$ cat config.mk
export PLATFORM = sky130hd
export DESIGN_NAME = seg_scan_driver
export DESIGN_NICKNAME = d
export VERILOG_FILES = /design/src/rtl/seg_scan_driver.sv
export SDC_FILE = /design/constraint.sdc
export NUM_CORES = 1
export LEC_CHECK = 0
export CAP_MARGIN = 20
export CORE_UTILIZATION = 59
export CTS_BUF_LIST = sky130_fd_sc_hd__clkbuf_4 sky130_fd_sc_hd__clkbuf_8
export CTS_CLUSTER_DIAMETER = 150
export CTS_CLUSTER_SIZE = 30
export DETAILED_ROUTE_END_ITERATION = 12
export MAX_ROUTING_LAYER = met4
export PLACE_DENSITY = 0.91
export RECOVER_POWER = 25
export REMOVE_ABC_BUFFERS = 1
export SLEW_MARGIN = 20
export SYNTH_ARGS = -nofsm -noshare
export SYNTH_HDL_FRONTEND = slang
export SYNTH_SLANG_ARGS = --single-unit
export TNS_END_PERCENT = 100
$ cat constraint.sdc
create_clock -name clk -period 4.5 [get_ports clk]
set_input_delay 0.675 -clock clk [delete_from_list [all_inputs] [get_ports clk]]
set_output_delay 0.675 -clock clk [all_outputs]
set_load 0.05 [all_outputs]
$ cat src/rtl/seg_scan_driver.sv
// Multiplexed 6-digit 7-segment scanner: per-frame snapshot, dead time, overflow dashes.
// Optional leading-zero blanking when LZ_BLANK_EN is defined.
module seg_scan_driver #(
    parameter int CLK_HZ      = 50_000_000,
    parameter int SCAN_HZ     = 1_000,
    parameter int DEAD_CYC    = 2,
    parameter bit SEG_ACT_LOW = 1'b0,
    parameter int DP_DIGIT    = 6
) (
    input  logic        clk,
    input  logic        Rst,
    input  logic [23:0] data_in,
    input  logic        ovf_in,
    output logic [7:0]  seg,
    output logic [5:0]  dig_sel,
    output logic        frame
);
    localparam int DIV = CLK_HZ / (SCAN_HZ * 6);
    localparam int CW  = (DIV > 1) ? $clog2(DIV) : 1;
    localparam logic [CW-1:0] LAST  = CW'(DIV - 1);
    localparam logic [CW-1:0] DEADV = CW'(DEAD_CYC);
    localparam logic [7:0] SEG_OFF  = SEG_ACT_LOW ? 8'hFF : 8'h00;

    logic [CW-1:0] tick_cnt;
    logic [2:0]    idx;
    logic [23:0]   snap;
    logic          snap_ovf;
    logic          slot_end, frame_end;
    logic [3:0]    nib;
    logic [7:0]    glyph;

    assign slot_end  = (tick_cnt == LAST);
    assign frame_end = slot_end && (idx == 3'd5);

    always_comb begin
        nib = 4'h0;
        for (int k = 0; k < 6; k++)
            if (idx == 3'(k)) nib = snap[4*k +: 4];
    end

`ifdef LZ_BLANK_EN
    // lead[k]: snapshot nibbles k..5 are all zero
    logic [5:0] lead;
    always_comb begin
        lead = '0;
        lead[5] = (snap[23:20] == 4'h0);
        for (int k = 4; k >= 0; k--)
            lead[k] = lead[k+1] && (snap[4*k +: 4] == 4'h0);
    end
`endif

    always_comb begin
        glyph = 8'h00;
        if (snap_ovf) begin
            glyph = 8'h40;
        end else begin
            if (nib > 4'd9)
                glyph = 8'h79;
`ifdef LZ_BLANK_EN
            else if (idx != 3'd0 && lead[idx])
                glyph = 8'h00;
`endif
            else begin
                case (nib)
                    4'd0: glyph = 8'h3F;
                    4'd1: glyph = 8'h06;
                    4'd2: glyph = 8'h5B;
                    4'd3: glyph = 8'h4F;
                    4'd4: glyph = 8'h66;
                    4'd5: glyph = 8'h6D;
                    4'd6: glyph = 8'h7D;
                    4'd7: glyph = 8'h07;
                    4'd8: glyph = 8'h7F;
                    4'd9: glyph = 8'h6F;
                    default: glyph = 8'h00;
                endcase
            end
            if (idx == 3'(DP_DIGIT)) glyph[7] = 1'b1;
        end
    end

    always_ff @(posedge clk) begin
        if (Rst) begin
            tick_cnt <= '0;
            idx      <= 3'd0;
            snap     <= 24'h0;
            snap_ovf <= 1'b0;
            seg      <= SEG_OFF;
            dig_sel  <= 6'b0;
            frame    <= 1'b0;
        end else begin
            tick_cnt <= slot_end ? '0 : tick_cnt + 1'b1;
            if (slot_end) idx <= (idx == 3'd5) ? 3'd0 : idx + 3'd1;
            if (frame_end) begin
                snap     <= data_in;
                snap_ovf <= ovf_in;
            end
            frame <= frame_end;
            // outputs lag (tick_cnt, idx) by one cycle
            if (tick_cnt < DEADV) begin
                dig_sel <= 6'b0;
                seg     <= SEG_OFF;
            end else begin
                dig_sel <= 6'b1 << idx;
                seg     <= glyph ^ {8{SEG_ACT_LOW}};
            end
        end
    end
endmodule
==> impl_metrics.toml <==
[status]
status = "completed"

[layout]
antenna_cells = 0
design_area_sq_um = 3280
drive_above_1_share_pct = 8.36
syn_to_final_growth_pct = 24.7
nets = 378

[timing]
fin_crit_ns = 3.32
tightest_slew_ns = 1.25
final.setup.tns_ns = 0
setup_violations = 0
rsz0062_at_grt = "no"
slew_viol_final = 0
fmax_mhz = 301
fin_crit_sh_pct = 73.7
slew_headroom_pct = 16.8
worst_hold_slack_ns = 0.454
hold_viol_final = 0
clock_skew_ns = 0.00719

[synthesis]
yosys-top-cells-count = "59 x nand2_1, 57 x dfxtp_1, 31 x a21oi_1, 26 x nor2_1, 13 x inv_1"
synthTopCellsByArea = "dfxtp_1 43%, nand2_1 8.4%, a21oi_1 5.9%"
synth_area_sq_um = 2630
yosys_warnings = 0
async_flop_share_pct = 0
synth_top_area_share_pct = 43.3
seq_area_frac_synth_pct = 43.3
syn_inst = 306
synth_edf_count = 0
yosysTopAreaCell = "dfxtp_1"
yosysMostFrequentCell = "nand2_1"
postSynthAreaPerCell_sq_um = 8.60
ys_types = 54
ys.flop_type = "dfxtp_1"
ys_seq_elements = 57

[cts]
htreeDepth = 3
cts_hold_buf = 0
post-cts-setup-buffers = 0
cts.sinks = 57
cts_buffer_depth = 2
cts_tree = "yes"
clock_latency_ns = 0.34
root_buffer = "clkbuf_8"
post_cts_resized = 0
clk_pin_slew_ns = 0.06
cts_buffers = 9

[route]
drt_iter0_markers = 151
routedWlPerCell_um = 13.4
dr_wl_met2_um = 2470
wl_um = 5340
vias = 2191
drcViolationCount = 0
wl_met3_um = 260
antenna_left = 0
highest_layer = "met4"
vias_per_cell = 5.52
met1_length_um = 2490
firstDrtPassIters = 4

[grt]
antenna_found_initial = 0
grt_usage_pct = 26.7
grt_overflow_total = 0
grt_pass1_vias = 1955
grt_start_max_net_pins = 32
grt_pass1_wl_um = 8830

[worst_setup_path]
r2r_setup_slack_ns = 1.18
reg2reg_to = "seg[6]"
endpoint_kind = "flop"
worst-path-max-fanout = 21
r2r_cells = 9
cp.arrival_ns = 3.52
cp.required_ns = 4.70
cp-start-kind = "flop"
reg2reg_from = "idx[0]"
startpoint = "idx[0]"
crit_type = "reg -> reg"
crit_end = "seg[6]"

[die]
fp.dieArea_sq_um = 4730
die_h_um = 68.8
coreArea_sq_um = 4140
die_w_um = 68.8
num_rows = 23
start_util_pct = 63.5
io_pins = 42

[place]
port_buffers = 41
hpwl_um = 3530
place_area_sq_um = 3010
place_congestion = 0.936

[pwr]
peakVddDrop_v = 0.000219
leakage_nw = 1.21
powerDensity_nw_per_um2 = 378

[hold_path]
worstHoldPathCells = 2
hold_class = "reg -> reg"
hp-start = "snap[20]"

[run]
max_cap_violations = 0
-- state kept, by name (all words and copies together), names as in the netlist --
signal and flops:
snap 24, frame 1, snap_ovf 1, idx 3
seg 8, tick_cnt 14, dig_sel 6
-- area by class of cell --
cell class	count	area (sq um)
clock buffer	11	151
clock inverter	5	125
fill	289	862
inverter	14	52.6
multi-input combinational	218	1340
sequential	57	1140
tap	50	62.6
timing repair buffer	42	414
-- worst min-delay path by stage --
stage               end  slack (ns)
3_5_place_dp   snap[19]        0.45
3_3_place_gp   snap[18]        0.44
2_1_floorplan  snap[18]        0.43
6_report       snap[20]        0.45
5_1_grt        snap[20]        0.49
4_1_cts        snap[20]        0.46
-- stage by stage --
step / power [mW] / setup slack, ns / std cells / utilization [%]
finish: 1.24 / 1.18 / 397 / 79.2
global route: 1.28 / 0.980 / 397 / 79.2
CTS: 1.25 / 1.20 / 397 / 79.3
detailed placement: 0.606 / 1.32 / 381 / 72.6
global placement: 0.606 / 1.48 / 381 / 72.6
floorplan: 0.565 / 1.73 / 289 / -
-- kinds of logic (layout without fill, tap and decap cells) --
logic type,Yosys count,after routing,synth area share (%)
AND/OR/NAND/NOR,134,134,24.8
flip-flops,57,57,43.3
AO/OA/AOI/OAI,56,56,15.0
buffers and inverters,31,72,5.94
XOR/XNOR,13,13,4.33
adder cells (fa/ha/maj),9,9,4.28
multiplexers,6,6,2.33
-- placed cells by master (no fill, tap or decap), drive strengths merged, types with 5 or more instances in the layout --
cell type and count:
ha 9, clkdlybuf4s50 40, nor2 26, nor3 5, nand3 7, xor2 6, nand2 59, and3 5
mux2i 5, dfxtp 57, or2 5, clkbuf 12, a21oi 31, xnor2 7, inv 14
-- critical path: stages (launching register included) --
cell	delay [ns]
dfxtp_1	0.80
and2_1	0.25
ha_1	0.31
nor2_1	0.07
a32o_1	0.31
a221oi_4	0.47
ha_1	0.26
or2_2	0.16
nor4b_1	0.39
o41ai_1	0.14
-- where the power goes --
group	internal, mW	switching, mW
clock	0.453	0.193
combinational	0.0366	0.0407
sequential	0.513	0.00455
total	1.00	0.239
-- metal layers --
metal	GRT usage, %	vias to the layer above
met2	39.3	77
li1	-	1113
met5	-	-
met3	6.25	12
met1	33.6	989
met4	14.5	0
No activity file was read; power rests on OpenSTA's default activity.
